<file path="src/rtl/debounce_toggle_pulse_if.sv">
// ============================================================================
// debounce_toggle_pulse_if : button in / debounced status and toggle out
// Rev 1.0
// ============================================================================
`default_nettype none

interface debounce_toggle_pulse_if;
  logic       btn_in;
  logic       enable;
  logic       t_pulse;
  logic       btn_stable;
  logic       busy;
  logic [7:0] press_count;

  modport master (
    output btn_in,
    output enable,
    input  t_pulse,
    input  btn_stable,
    input  busy,
    input  press_count
  );

  modport slave (
    input  btn_in,
    input  enable,
    output t_pulse,
    output btn_stable,
    output busy,
    output press_count
  );
endinterface

`default_nettype wire

</file>
<file path="src/rtl/debounce_toggle_pulse.sv">
// ============================================================================
// debounce_toggle_pulse : synchronise, debounce and emit one toggle per press
// Rev 1.0
// ============================================================================
`default_nettype none

module debounce_toggle_pulse #(
  parameter int SYNC_STAGES = 2,
  parameter int DB_COUNT    = 16
) (
  input  wire logic          clk,
  input  wire logic          reset,
  debounce_toggle_pulse_if.slave bus
);

  localparam logic [15:0] c_cnt_max = 16'(DB_COUNT - 1);

  typedef enum logic [1:0] {
    IDLE_LOW   = 2'd0,
    CHECK_HIGH = 2'd1,
    HIGH       = 2'd2,
    CHECK_LOW  = 2'd3
  } state_t;

  logic [SYNC_STAGES-1:0] r_sync;
  logic                   w_sync_q;
  state_t                 r_state;
  logic [15:0]            r_cnt;
  logic                   r_t_pulse;
  logic                   r_btn_stable;
  logic                   r_busy;
  logic [7:0]             r_press_count;

  always_ff @(posedge clk or posedge reset) begin
    if (reset) begin
      r_sync <= '0;
    end else begin
      r_sync <= {r_sync[SYNC_STAGES-2:0], bus.btn_in};
    end
  end

  assign w_sync_q = r_sync[SYNC_STAGES-1];

  // Outputs are loaded alongside the state so they always reflect the new state.
  always_ff @(posedge clk or posedge reset) begin
    if (reset) begin
      r_state       <= IDLE_LOW;
      r_cnt         <= '0;
      r_t_pulse     <= 1'b0;
      r_btn_stable  <= 1'b0;
      r_busy        <= 1'b0;
      r_press_count <= '0;
    end else begin
      r_t_pulse <= 1'b0;
      case (r_state)
        IDLE_LOW: begin
          if (w_sync_q) begin
            r_state <= CHECK_HIGH;
            r_cnt   <= '0;
            r_busy  <= 1'b1;
          end
        end
        CHECK_HIGH: begin
          if (!w_sync_q) begin
            r_state <= IDLE_LOW;
            r_cnt   <= '0;
            r_busy  <= 1'b0;
          end else if (r_cnt == c_cnt_max) begin
            r_state      <= HIGH;
            r_cnt        <= '0;
            r_busy       <= 1'b0;
            r_btn_stable <= 1'b1;
            if (bus.enable) begin
              r_t_pulse     <= 1'b1;
              r_press_count <= r_press_count + 8'd1;
            end
          end else begin
            r_cnt <= r_cnt + 16'd1;
          end
        end
        HIGH: begin
          if (!w_sync_q) begin
            r_state <= CHECK_LOW;
            r_cnt   <= '0;
            r_busy  <= 1'b1;
          end
        end
        CHECK_LOW: begin
          if (w_sync_q) begin
            r_state <= HIGH;
            r_cnt   <= '0;
            r_busy  <= 1'b0;
          end else if (r_cnt == c_cnt_max) begin
            // Release: level is accepted silently, no toggle request.
            r_state      <= IDLE_LOW;
            r_cnt        <= '0;
            r_busy       <= 1'b0;
            r_btn_stable <= 1'b0;
          end else begin
            r_cnt <= r_cnt + 16'd1;
          end
        end
        default: begin
          r_state      <= IDLE_LOW;
          r_cnt        <= '0;
          r_busy       <= 1'b0;
          r_btn_stable <= 1'b0;
        end
      endcase
    end
  end

  assign bus.t_pulse     = r_t_pulse;
  assign bus.btn_stable  = r_btn_stable;
  assign bus.busy        = r_busy;
  assign bus.press_count = r_press_count;

endmodule

`default_nettype wire

</file>
<file path="src/flat_wrapper.sv">
// flat-port wrapper written by rule: the top's interface ports become plain ports
module debounce_toggle_pulse_flat 
#(
  parameter int SYNC_STAGES = 2,
  parameter int DB_COUNT    = 16
)
  (clk, reset, bus_btn_in, bus_enable, bus_t_pulse, bus_btn_stable, bus_busy, bus_press_count);
  debounce_toggle_pulse_if bus_i ();
  input  wire logic clk;
  input  wire logic reset;
  input wire logic [$bits(bus_i.btn_in)-1:0] bus_btn_in;
  input wire logic [$bits(bus_i.enable)-1:0] bus_enable;
  output wire logic [$bits(bus_i.t_pulse)-1:0] bus_t_pulse;
  output wire logic [$bits(bus_i.btn_stable)-1:0] bus_btn_stable;
  output wire logic [$bits(bus_i.busy)-1:0] bus_busy;
  output wire logic [$bits(bus_i.press_count)-1:0] bus_press_count;
  assign bus_i.btn_in = bus_btn_in;
  assign bus_i.enable = bus_enable;
  assign bus_t_pulse = bus_i.t_pulse;
  assign bus_btn_stable = bus_i.btn_stable;
  assign bus_busy = bus_i.busy;
  assign bus_press_count = bus_i.press_count;
  debounce_toggle_pulse #(.SYNC_STAGES(SYNC_STAGES), .DB_COUNT(DB_COUNT)) u_core (.clk(clk), .reset(reset), .bus(bus_i));
endmodule
</file>
<file path="config.mk">
export PLATFORM = sky130hd
export DESIGN_NAME = debounce_toggle_pulse_flat
export DESIGN_NICKNAME = d
export VERILOG_FILES = /design/src/rtl/debounce_toggle_pulse_if.sv /design/src/rtl/debounce_toggle_pulse.sv /design/src/flat_wrapper.sv
export SDC_FILE = /design/constraint.sdc
export NUM_CORES = 1
export LEC_CHECK = 0
export ABC_AREA = 1
export CORE_ASPECT_RATIO = 2
export CORE_MARGIN = 1.5
export CORE_UTILIZATION = 40
export CTS_BUF_LIST = sky130_fd_sc_hd__clkbuf_2 sky130_fd_sc_hd__clkbuf_4 sky130_fd_sc_hd__clkbuf_8
export DETAILED_ROUTE_END_ITERATION = 16
export HOLD_SLACK_MARGIN = 0.06
export SLEW_MARGIN = 20
export SYNTH_ARGS = -nofsm -noshare
export SYNTH_HDL_FRONTEND = slang
export SYNTH_SLANG_ARGS = --single-unit
</file>
<file path="constraint.sdc">
create_clock -name clk -period 2.25 [get_ports clk]
set_input_delay 0.45 -clock clk [delete_from_list [all_inputs] [get_ports clk]]
set_output_delay 0.45 -clock clk [all_outputs]
set_load 0.005 [all_outputs]
</file>
Word level (Yosys, flattened, before mapping)
Cells that the tools add are included.
{"block": "word_totals", "ff_bits": 31, "input_bits": 4, "output_inout_bits": 11, "wordCells": 55}
{"block": "classes", "n_addsub": 2, "eq_ne": 12, "muxes": 28, "n_reduce_logical": 6}
{"op": "16-bit 2-to-1 mux", "count": 5}
{"op": "16-bit one-hot mux with 4 select lines", "count": 1}
{"op": "16-bit by 1-bit adder with 16-bit output (second input constant)", "count": 1}
{"op": "16-bit by 4-bit == test with 1-bit output (second input constant)", "count": 1}
{"op": "1-bit 2-to-1 mux", "count": 13}
{"op": "2-bit 2-to-1 mux", "count": 6}
{"op": "8-bit by 1-bit adder with 8-bit output (second input constant)", "count": 1}
{"op": "2-bit by 1-bit inequality test with 1-bit output (second input constant)", "count": 4}
{"op": "2-bit one-hot mux with 4 select lines", "count": 1}
{"op": "4-bit AND reduction", "count": 2}
{"op": "5-bit AND reduction", "count": 1}
{"op": "2-bit == test (second input constant)", "count": 2}
{"op": "2-bit inequality test (second input constant)", "count": 2}
{"op": "1-bit one-hot mux with 4 select lines", "count": 1}
{"op": "3-bit by 1-bit inequality test with 1-bit output (second input constant)", "count": 1}
{"op": "3-bit inequality test (second input constant)", "count": 1}
{"op": "2-bit by 1-bit == test with 1-bit output (second input constant)", "count": 1}
{"op": "2-bit logical NOT", "count": 1}
{"op": "1-bit one-hot mux with 2 select lines", "count": 1}
{"op": "2-bit AND reduction", "count": 1}
{"op": "2-bit nonzero test", "count": 1}

Longest topological paths before layout
{"block": "logic_depth", "ltp_word": 4, "ltp_mapped": 9, "mapped_depth_nobuf": 8}

Worst setup path after synthesis
OpenSTA, ideal clock, no wires.
{"block": "synth_timing", "path_type": "register -> register", "start": "register u_core.r_cnt[0]", "end": "register u_core.r_press_count[3] (netlist: u_core.bus.press_count[3])", "setup_time_ns": 0.117, "arrival_ns": 1.265, "required_ns": 2.133, "path_slack_ns": 0.868, "path_stages_with_launch": 9, "path_buffers": 0, "period_less_slack_ns": 1.382, "cell_sequence": "dfrtp_1 -> ha_1 -> nand3_2 -> nor2_2 -> nand2_4 -> nor2_8 -> nand2_1 -> nand2_1 -> nand2_1"}
{"block": "synth_between", "elab_chain_cells": 2}
{"item": "start, declared", "line_no": "debounce_toggle_pulse.sv:28", "rtl": "logic [15:0] r_cnt;"}
{"item": "start signal, assigned", "line_no": "debounce_toggle_pulse.sv:78", "rtl": "r_cnt <= r_cnt + 16'd1;"}
{"item": "start signal, assigned", "line_no": "debounce_toggle_pulse.sv:100", "rtl": "r_cnt <= r_cnt + 16'd1;"}
{"item": "16-bit by 4-bit == test with 1-bit output", "line_no": "debounce_toggle_pulse.sv:68", "rtl": "end else if (r_cnt == c_cnt_max) begin"}
{"item": "4-bit AND reduction (no source line)"}
{"item": "end signal, assigned", "line_no": "debounce_toggle_pulse.sv:75", "rtl": "r_press_count <= r_press_count + 8'd1;"}
{"item": "end, declared", "line_no": "debounce_toggle_pulse.sv:32", "rtl": "logic [7:0] r_press_count;"}
No other way between the ends.
A chain may end at the register's enable or synchronous reset.

Final worst setup path
{"block": "layout_timing", "start": "register u_core.r_press_count[0] (netlist: u_core.bus.press_count[0])", "end": "output bus_press_count[0]"}
{"item": "end, declared", "line_no": "flat_wrapper.sv:16", "rtl": "output wire logic [$bits(bus_i.press_count)-1:0] bus_press_count;"}
No word-level cell between the ends.

==> impl_metrics.csv <==
group,metric,value,unit
run_status,outcome,"complete, no violations",
yosys,post_synth.cell_area_avg,7.42,µm²
clocking,clock_tree.root_cell,"clkbuf_8",
timing,clock_skew,0.00481,ns
floorplanning,start_util,41.6,%
power_and_ir_drop,p_int,0.837,mW
yosys,synth_xor_area_share,2.36,%
timing,worst_slew_pin_slew,0.423,ns
grt,busiest_layer,"met2",
power_and_ir_drop,leakage,1.04,nW
yosys,synth_ff_type,"dfrtp_1",
floorplanning,rows,34,
timing,max_slew_margin,71.8,%
clocking,cts_made_buffers,5,
yosys,synthArstFlopShare,100,%
setup_path,cp_data_required_time,1.80,ns
cells_and_area,n_antenna_cell,0,
yosys,synth_edf_count,0,
setup_path,worst_setup_path_end_kind,"primary output",
setup_path,worstPathCellList,"clkdlybuf4s50_1",
grt,grt_max_degree,32,
setup_path,reg2reg_depth,8,
yosys,synth_warnings,0,
route,route.vias.total,1613,
grt,grt_use_total,19.1,%
power_and_ir_drop,power_density,528,mW/mm²
setup_path,crit_fanout,6,
route,drt_iter0_drc,33,
power_and_ir_drop,pwr-share-comb,7.8,%
place,place.gp.congestion,0.852,
grt,grt_pass1_wl,7090,µm
setup_path,start_kind,"flip-flop",
clocking,clkTransAtPathRegs,0.06,ns
setup_path,slowest_delay,0.55,ns
grt,antenna_found_initial,0,
yosys,synth_top_family_by_area,"simple AND/OR/NAND/NOR gates",
power_and_ir_drop,switching_share,24.3,%
yosys,synthAdderAreaFrac,1.39,%
clocking,cts.sinks,31,
timing,finalCriticalPeriod,1.78,ns
clocking,postCtsHoldBufs,0,
setup_path,worstSetupPathType,"reg2out",
floorplanning,fp.dieArea,0.00495,mm²
yosys,synthSimpleGateAreaFrac,41.4,%
setup_path,cp_num_buf_inv,1,
power_and_ir_drop,power.switching,0.269,mW
timing,period_share,78.9,%
place,numPlacedInstances,310,
hold_path,holdCritStartpoint,"u_core.r_sync[0]",
cells_and_area,fin_util,48.3,%
hold_path,min_delay_worst_endpoint,"u_core.r_sync[1]",
floorplanning,core,0.00434,mm²
yosys,ys_ff_latch,31,
clocking,clk_latency,0.28,ns
floorplanning,die_w,50.5,µm
timing,tns,0,ns
setup_path,r2r_slack,0.67,ns
power_and_ir_drop,p_total,1.11,mW
setup_path,reg2reg_from,"u_core.r_cnt[0]",
yosys,synth-compound-area-share,5.76,%
grt,gr-total-overflow,0,
cells_and_area,final_area,0.00210,mm²
setup_path,r2r-end,"u_core.r_cnt[13]",
yosys,syn-cell-area,0.00180,mm²
job,drv_cap,0,
timing,setup_violations,0,
clocking,cts_buffer_depth,2,
yosys,yosysMostFrequentCell,"nand2_1",
timing,fin_ws,0.475,ns
route,via_per_inst,5.09,
cells_and_area,syn_to_final_growth,16.2,%
setup_path,slowest_stage,"clkdlybuf4s50_1",
yosys,synth_cell_type_count,24,
yosys,synth_nets,249,
clocking,htree_levels,2,
yosys,muxShareOfSynthArea,0,%
place,dp_hpwl,3260,µm
clocking,cts_tree,"done",
yosys,yosysTopAreaCell,"dfrtp_1",
route,first_pass_iters,4,
power_and_ir_drop,pwr-share-clk,39.7,%
power_and_ir_drop,power_frac_seq,52.6,%
route,wl,4250,µm
timing,hold_violations,0,
timing,max_freq,563,MHz
timing,whs,0.353,ns
cells_and_area,finalNonFillerCells,317,
cells_and_area,drive_above_1_share,9.13,%
place,placed_area,0.00201,mm²
setup_path,cp_top_family,"buffers and inverters",
yosys,yosysTopAreaCellShare,43.0,%
place,pre_cts_slack,0.595,ns
power_and_ir_drop,peakVddDrop,0.382,mV
timing,grt_setup_unrepaired,"false",
setup_path,cp.arrival,1.33,ns
grt,grt_use_met1,17.6,%
timing,slew_viol_final,0,
clocking,post_cts_buffers,0,
hold_path,hold_path.class,"reg2reg",
yosys,synth_common_cells,"nand2_1, dfrtp_1, nand3_1, inv_1, nor2_1",
hold_path,whs_path_depth,0,
setup_path,path_depth,1,
route,drc,0,
place,port_buffers,14,
route,detail_route.wl_per_cell,13.4,µm
floorplanning,die_h,98.0,µm
grt,use_met3,3.21,%
grt,grt_use_met2,37.1,%
floorplanning,ios,15,
route,drtAntennaViolNets,0,
yosys,synth-seq-area-share,43.0,%
yosys,netlist_top_cells_area,"dfrtp_1, nand2_1, nand3_1",
cells_and_area,nets,269,
clocking,cts_resized,0,
yosys,synth_cells,243,
grt,grt_pass1_vias,1576,
[worst max-delay path by stage]
stage | slack [ns] | end | start
finish | 0.47 | bus_press_count[0] | u_core.bus.press_count[0]
global placement | 0.60 | u_core.bus.press_count[3] | bus_enable
CTS | 0.44 | bus_press_count[0] | u_core.bus.press_count[0]
global route | 0.42 | bus_press_count[0] | u_core.bus.press_count[0]
detailed placement | 0.59 | u_core.bus.press_count[3] | bus_enable
floorplan | 0.87 | u_core.bus.press_count[3] | u_core.r_cnt[0]
[flip-flops by register name (all words and copies together) (netlist names), named ones only]
name                    flops
u_core.bus.t_pulse          1
u_core.bus.busy             1
u_core.r_sync               2
u_core.r_cnt               16
u_core.bus.press_count      8
u_core.r_state              1
u_core.bus.btn_stable       1
[power groups by stage]
stage / clock [mW] / sequential, mW / combinational [mW]
after floorplan: 0 / 0.591 / 0.0567
after global placement: 0 / 0.593 / 0.0871
after detailed placement: 0 / 0.593 / 0.0881
after CTS: 0.458 / 0.582 / 0.0882
after global routing: 0.481 / 0.585 / 0.0954
final: 0.439 / 0.582 / 0.0860
[metal layers]
| metal | wire, µm | vias to the layer above | part of all wire, % |
|---|---|---|---|
| met5 | 0 | - | 0 |
| met2 | 2500 | 32 | 59 |
| met1 | 1540 | 757 | 36 |
| met3 | 90 | 9 | 2.1 |
| li1 | - | 815 | - |
| met4 | 123 | 0 | 2.9 |
[area by class of cell]
class                           instances  area [µm²]
Sequential cell                        31         776
Clock inverter                          1        5.00
Timing Repair Buffer                   15         148
Clock buffer                            6        82.6
Fill cell                             460        2240
Tap cell                               54        67.6
Inverter                               26         100
Multi-Input combinational cell        184         918
[cells by family after synthesis]
| logic type | count (synthesis) |
|---|---|
| buf+inv | 28 |
| flops | 31 |
| compound gates | 16 |
| simple gates | 162 |
| xor+xnor | 4 |
| fa+ha+maj | 2 |
[placed cells by master (no fill, tap or decap), types with 3 or more instances in the layout]
| cell type | netlist | layout |
|---|---|---|
| dfrtp_1 | 31 | 31 |
| nand3_1 | 27 | 27 |
| nand2_1 | 92 | 92 |
| o21bai_1 | 6 | 6 |
| nand4_1 | 7 | 7 |
| nand2_4 | 3 | 3 |
| clkbuf_8 | 0 | 6 |
| clkdlybuf4s50_1 | 0 | 14 |
| nor2_2 | 5 | 5 |
| inv_1 | 23 | 23 |
| nor2_1 | 21 | 21 |
| o21ai_0 | 6 | 6 |
| nand3b_1 | 3 | 3 |
Power figures use the tool's default switching activity.
